--- src/rtl/tl_core_initiator.sv ---
// Per-core TileLink-style A/D initiator: one outstanding request, timeout, stale-response discard.
// Optional statistics counters are enabled by defining TL_INIT_STATS_EN.
module tl_core_initiator #(
    parameter logic [3:0] CORE_ID = 4'd0,
    parameter int         TIMEOUT = 1024,
    parameter int         CNT_W   = 16
) (
    input  logic        clk,
    input  logic        rst_n,
    input  logic        cmd_valid,
    output logic        cmd_ready,
    input  logic [2:0]  cmd_opcode,
    input  logic [2:0]  cmd_param,
    input  logic [31:0] cmd_addr,
    input  logic [31:0] cmd_wdata,
    output logic [75:0] req,
    input  logic        ack,
    input  logic [72:0] c_resp,
    output logic        d_ready,
    output logic        rsp_valid,
    input  logic        rsp_ready,
    output logic [31:0] rsp_data,
    output logic [2:0]  rsp_err,
    output logic        rsp_timeout,
    output logic        busy,
    output logic [15:0] stat_issued,
    output logic [15:0] stat_done,
    output logic [15:0] stat_tmo
);
    typedef struct packed {
        logic [2:0]  opcode;
        logic [2:0]  param;
        logic [31:0] address;
        logic [31:0] data;
        logic [3:0]  source;
        logic        valid;
        logic        ready;
    } tl_a_t;

    typedef struct packed {
        logic [2:0]  opcode;
        logic [31:0] address;
        logic [31:0] data;
        logic [3:0]  source;
        logic        valid;
        logic        ready;
    } tl_d_t;

    typedef enum logic [1:0] {IDLE, REQ, WAIT, RESP} state_t;

    localparam logic [CNT_W-1:0] TMO_LAST = CNT_W'(TIMEOUT - 1);

    state_t           state_q;
    tl_a_t            req_q;
    tl_d_t            d;
    logic [CNT_W-1:0] cnt_q;
    logic             stale_q;
    logic             rsp_valid_q, rsp_timeout_q;
    logic [31:0]      rsp_data_q;
    logic [2:0]       rsp_err_q;

    logic             match, tmo_hit, a_xfer, done_ev, tmo_ev;
    logic [CNT_W-1:0] cnt_inc;
    logic             unused_d;

    assign d        = c_resp;
    assign unused_d = ^{d.address, d.ready};
    assign match    = d.valid && (d.source == CORE_ID);
    // >= so a timeout deferred by a discarded stale match still fires next cycle
    assign tmo_hit  = (cnt_q >= TMO_LAST);
    assign cnt_inc  = (&cnt_q) ? cnt_q : cnt_q + CNT_W'(1);
    assign a_xfer   = (state_q == REQ) && req_q.valid && ack;
    assign done_ev  = (state_q == WAIT) && match && !stale_q;
    assign tmo_ev   = ((state_q == REQ) && !a_xfer && tmo_hit) ||
                      ((state_q == WAIT) && !match && tmo_hit);

    assign cmd_ready   = (state_q == IDLE);
    assign d_ready     = (state_q == IDLE) || (state_q == REQ) ||
                         (state_q == WAIT) || (state_q == RESP);
    assign busy        = (state_q != IDLE);
    assign req         = req_q;
    assign rsp_valid   = rsp_valid_q;
    assign rsp_data    = rsp_data_q;
    assign rsp_err     = rsp_err_q;
    assign rsp_timeout = rsp_timeout_q;

    always_ff @(posedge clk or negedge rst_n) begin
        if (!rst_n) begin
            state_q       <= IDLE;
            req_q         <= '0;
            req_q.source  <= CORE_ID;
            cnt_q         <= '0;
            stale_q       <= 1'b0;
            rsp_valid_q   <= 1'b0;
            rsp_timeout_q <= 1'b0;
            rsp_data_q    <= '0;
            rsp_err_q     <= '0;
        end else begin
            if (match && stale_q && state_q != WAIT)
                stale_q <= 1'b0;
            case (state_q)
                IDLE: if (cmd_valid) begin
                    req_q.opcode  <= cmd_opcode;
                    req_q.param   <= cmd_param;
                    req_q.address <= cmd_addr;
                    req_q.data    <= cmd_wdata;
                    req_q.valid   <= 1'b1;
                    req_q.ready   <= 1'b1;
                    cnt_q         <= '0;
                    state_q       <= REQ;
                end
                REQ: begin
                    cnt_q <= cnt_inc;
                    if (a_xfer || tmo_ev) begin
                        req_q.valid <= 1'b0;
                        req_q.ready <= 1'b0;
                    end
                    if (a_xfer) begin
                        state_q <= WAIT;
                    end else if (tmo_ev) begin
                        rsp_valid_q   <= 1'b1;
                        rsp_timeout_q <= 1'b1;
                        rsp_err_q     <= 3'b111;
                        state_q       <= RESP;
                    end
                end
                WAIT: begin
                    cnt_q <= cnt_inc;
                    if (match && stale_q) begin
                        stale_q <= 1'b0;
                    end else if (done_ev) begin
                        rsp_valid_q   <= 1'b1;
                        rsp_timeout_q <= 1'b0;
                        rsp_data_q    <= d.data;
                        rsp_err_q     <= d.opcode;
                        state_q       <= RESP;
                    end else if (tmo_ev) begin
                        rsp_valid_q   <= 1'b1;
                        rsp_timeout_q <= 1'b1;
                        rsp_err_q     <= 3'b111;
                        stale_q       <= 1'b1;
                        state_q       <= RESP;
                    end
                end
                RESP: if (rsp_ready) begin
                    rsp_valid_q <= 1'b0;
                    state_q     <= IDLE;
                end
                default: state_q <= IDLE;
            endcase
        end
    end

`ifdef TL_INIT_STATS_EN
    logic [15:0] iss_q, done_q, tmo_q;

    always_ff @(posedge clk or negedge rst_n) begin
        if (!rst_n) begin
            iss_q  <= '0;
            done_q <= '0;
            tmo_q  <= '0;
        end else begin
            if (a_xfer && !(&iss_q))   iss_q  <= iss_q + 16'd1;
            if (done_ev && !(&done_q)) done_q <= done_q + 16'd1;
            if (tmo_ev && !(&tmo_q))   tmo_q  <= tmo_q + 16'd1;
        end
    end

    assign stat_issued = iss_q;
    assign stat_done   = done_q;
    assign stat_tmo    = tmo_q;
`else
    assign stat_issued = '0;
    assign stat_done   = '0;
    assign stat_tmo    = '0;
`endif
endmodule

--- config.mk ---
export PLATFORM = sky130hd
export DESIGN_NAME = tl_core_initiator
export DESIGN_NICKNAME = d
export VERILOG_FILES = /design/src/rtl/tl_core_initiator.sv
export SDC_FILE = /design/constraint.sdc
export NUM_CORES = 1
export LEC_CHECK = 0
export BUFFER_PORTS_ARGS = -buffer_cell sky130_fd_sc_hd__buf_4
export CORE_AREA = 2 2 120 122
export CTS_CLUSTER_DIAMETER = 40
export DETAILED_ROUTE_END_ITERATION = 16
export DIE_AREA = 0 0 122 124
export MAX_ROUTING_LAYER = met4
export PLACE_DENSITY_LB_ADDON = 0.08
export SETUP_SLACK_MARGIN = 0.4
export SYNTH_ARGS = -nofsm -noshare
export SYNTH_HDL_FRONTEND = slang
export SYNTH_SLANG_ARGS = --single-unit
--- constraint.sdc ---
create_clock -name clk -period 2.2 [get_ports clk]
set_input_delay 0.44 -clock clk [delete_from_list [all_inputs] [get_ports clk]]
set_output_delay 0.44 -clock clk [all_outputs]
set_load 0.005 [all_outputs]
# == After elaboration in Yosys (flattened, before gate mapping) ==
# Cells that the tools add are included.
# totals
ff_bits,128
input_bits,148
word_cells,95
# op_classes
addsub,1
n_lt_le_gt_ge,1
n_eq_ne,10
n_mux,34
bitwise,1
reduce_logical,35
# ops
cell,n
$mux 16,2
$pmux 16 s2,1
$add 16x1->16 const B,1
$ge 16x10->1 const B,1
$mux 2,8
$reduce_and 16->1,1
$reduce_and 3->1,5
$mux 1,14
$mux 3,4
$ne 2x2->1 const B,6
$logic_and 1x1->1,11
$pmux 2 s4,1
$reduce_bool 2->1,4
$pmux 3 s2,1
$logic_or 1x1->1,5
$eq 2x2->1 const B,2
$logic_not 4->1,1
$pmux 2 s2,1
$reduce_and 4->1,1
$logic_not 1->1,3
$pmux 1 s3,1
$reduce_bool 3->1,1
$eq 2x1->1 const B,1
$logic_not 2->1,1
5 further kinds,5

# == Longest topological paths before layout ==
# logic_depth
depth_word,11
mapped_depth,8
mapped_depth_nobuf,7

# == Worst setup path after synthesis ==
# OpenSTA, ideal clock, no wires.
# synth_path
kind,register -> register
from,register state_q[1]
to,register cnt_q[13]
t_arrival_ns,1.785
path_slack_ns,0.338
stages_incl_launch_ff,9
n_path_buf,1
synth_period_minus_slack_ns,1.862
path_cell_list,dfrtp_1 > inv_1 > ha_1 > buf_4 > mux2i_1 > nor3b_2 > o21ai_2 > or3_1 > a21oi_1
# synth_via
word_cells_on_any_way,9
# synth_lines
element,line_no,source
from (decl),53,state_t state_q;
from (signal assigned),89,state_q <= IDLE;
from (signal assigned),110,state_q <= REQ;
from (signal assigned),119,state_q <= WAIT;
$logic_not 2->1 (*),-,
via cmd_ready,11,"output logic cmd_ready,"
$ne 2x2->1 (no line) / $reduce_bool 2->1 (equally long branches),-,
$reduce_and 3->1 (no line),-,
to (signal assigned),113,cnt_q <= cnt_inc;
to (signal assigned),128,cnt_q <= cnt_inc;
to (decl),56,logic [CNT_W-1:0] cnt_q;
# Mark *: on every way through the listed nets, which the timed path passes. The rest lies on a longest branch.
# A chain may end at the register's enable or synchronous reset.

# == Final worst setup path ==
# layout_path
from,register state_q[1]
to,output port cmd_ready
# layout_via
elab_chain_len,1
# layout_lines
element,line_no,source
$logic_not 2->1,77,assign cmd_ready = (state_q == IDLE);
to (decl),11,
# No other way between the ends.

==> metrics.txt <==
global-route wire length before repair=21.4 mm; share of layout cells above drive strength 1=58.9%; crit path buf inv count=3; Layout Skew=4.94 ps; Lkg Pwr=0.00421 uW; Critical Path Stages=4; die area=15100 sq um; Fin. Hold Viols=0; Initial DRC Count=129; WL per Instance=15.8 um; Area after DPL=7510 sq um; Setup CP Type=flip-flop to output pin; Final Cell Area=8430 sq um; Worst Setup End Kind=output pin; Final Power=10300 uW; worst skew pair latency=410 ps; RD Place Congestion=0.827; hold path start=c_resp[11]; # diodes=0; max-slew violation count=0; Setup Slack @ Placement=199 ps; GRT Overall Usage=19.3%; Worst-path clk slew=60 ps; FF+latch count, synth=127; flop2flop setup slack=420 ps; worst path cell trace=inv_2 -> ha_4 -> buf_6 -> buf_6; CTS Buffer Depth=2; Worst Setup EP=cmd_ready; total CTS buffers=17; gr ovfl total=0; DR vias=4233; final worst path period need=1790 ps; share of flip-flops with an asynchronous set or reset=100%; Max Clk Rate=558 MHz; largest net degree at the start of global routing=40; r2r endpoint=cnt_q[11]; Post-synth EDFFs=0; R2R cell count=7; vias in the first global route=4296; cell area after synthesis=5740 sq um; initial antenna violation count=0; DP Cell Count=838; CORE AREA=13700 sq um; final worst path period share=81.5%; pwr dens=1220 nW/um^2; Final HPWL DP=10.4 mm; CTS tree=built; status=finished clean; share of Yosys cell area claimed by the top area cell type=55.4%; RSZ-0062 raised after global routing=yes; Hold Crit Class=input port to flip-flop; area delta synth->final=46.9%; yosys warns=4; H-Tree Depth=4; Final ANT Viol Nets=0; library cells used by synthesis=52; Die W=122 um; CTS Root Cell=clkbuf_16; most common cell in the netlist=dfrtp_1; final setup vio count=0; Port Buf Inserts=226; drt pass-1 iters=4; Post-Layout Cell Count=893; VDD IR max=0.709 mV; CP most frequent cell=buf_6; Reg2Reg Launch Point=state_q[0]; Synth area leaders=dfrtp_1 (55%), mux2_2 (19%), buf_4 (7.2%), ha_1 (1.5%), o21ai_0 (1.2%); final wirelength=14.1 mm; required time of the worst setup path=1760 ps; critical-path maximum fanout=5; Starting Density=41.8%; CP Data Arrival Time=1350 ps; post-synthesis instance total=442; Worst setup SP type=flip-flop; Worst Setup SP=state_q[1]; largest area contributor in the netlist=dfrtp_1; CP top delay family=flip-flops; max incr delay on CP=440 ps; row cnt=43; Residual DRC=0; Via density=4.74; CTS sink cnt=127; Max-cap violations=0; sum of negative setup slack=0 ps; Final WS setup=407 ps; io pins=312; Post-Syn Area per Cell=13.0 sq um; top cells by count, synth=dfrtp_1 (127), mux2_2 (96), buf_4 (55), o21ai_0 (14), nand3_1 (13); nets@finish=855; Max stage delay cell, worst path=dfrtp_2; prevailing post-synth register cell=dfrtp_1; sequential area share after synthesis=55.4%; chip height=124 um
-- layer usage --
layer  global-route usage [%]  share of wire [%]
met1                     20.0                 37
met4                     6.82                1.5
met2                     33.0                 52
met3                     8.33                9.5
met5                        -                  0
-- flip-flops by register name (all words and copies together), names as in the netlist --
name,cells
state_q,2
cnt_q,16
stale_q,1
rsp_data,32
req,71
rsp_err,3
rsp_timeout,1
rsp_valid,1
-- worst min path at each step --
stage,depth (start not counted),end,slack (ps)
final,2,rsp_data[5],240
after CTS,2,rsp_data[5],230
after global routing,2,rsp_data[5],230
after global placement,1,req[16],380
after detailed placement,1,req[16],380
after floorplan,0,cnt_q[0],140
-- placed cells by master, fill, tap and decap left out, types with 3 or more instances in the layout --
cell / count
bufinv_16: 4
clkinvlp_4: 5
conb_1: 52
o31ai_1: 5
nand2b_1: 4
nor4_1: 3
buf_6: 4
a21oi_1: 10
buf_4: 248
nor3_1: 7
nor2_1: 8
buf_12: 4
nand3_1: 12
o21ai_1: 3
mux2_1: 6
or3_1: 3
dfrtp_1: 126
o21ai_0: 13
inv_1: 6
clkinv_2: 3
a2bb2oi_1: 3
ha_1: 3
and3_1: 3
nand2_1: 9
ha_2: 3
clkbuf_16: 17
mux2_2: 96
-- cell type report --
cell class                      count  area, sq um
Multi-Input combinational cell    288         2360
Clock buffer                       18          439
Fill cell                        1114         5290
Inverter                            9         36.3
Sequential cell                   127         3180
Clock inverter                     14          190
Tap cell                          180          225
Timing Repair Buffer              257         2000
-- cell families after synthesis --
logic type / share of synthesized area [%]
AND/OR/NAND/NOR: 7.46
AO/OA/AOI/OAI: 6.00
adder cells (fa/ha/maj): 1.53
multiplexers: 20.2
other: 0.0654
flip-flops: 55.4
XOR/XNOR: 0.305
buffers and inverters: 9.05
-- stage by stage --
stage                     hold slack (ps)  utilization (%)
after CTS                             228             60.5
after detailed placement              377             54.7
after global placement                382             54.7
after floorplan                       144                -
final                                 243             61.4
after global routing                  226             61.4
-- what timing repair did --
item,4_1_cts,5_1_grt
pin swaps,2,6
setup endpoints to repair,53,50
hold buffers,1,0
setup buffers,13,8
endpoints found under the hold margin,21,0
resized for setup,13,17
gates cloned,1,0
-- report_power, final --
group	leakage [uW]	switching (uW)	internal (uW)	total, uW
Sequential	0.00159	442	3100	3540
Clock	0.000294	1020	1920	2940
Combinational	0.00233	1510	2340	3840
Total	0.00421	2970	7360	10300
Note: power is estimated with default switching activity, not from simulation.
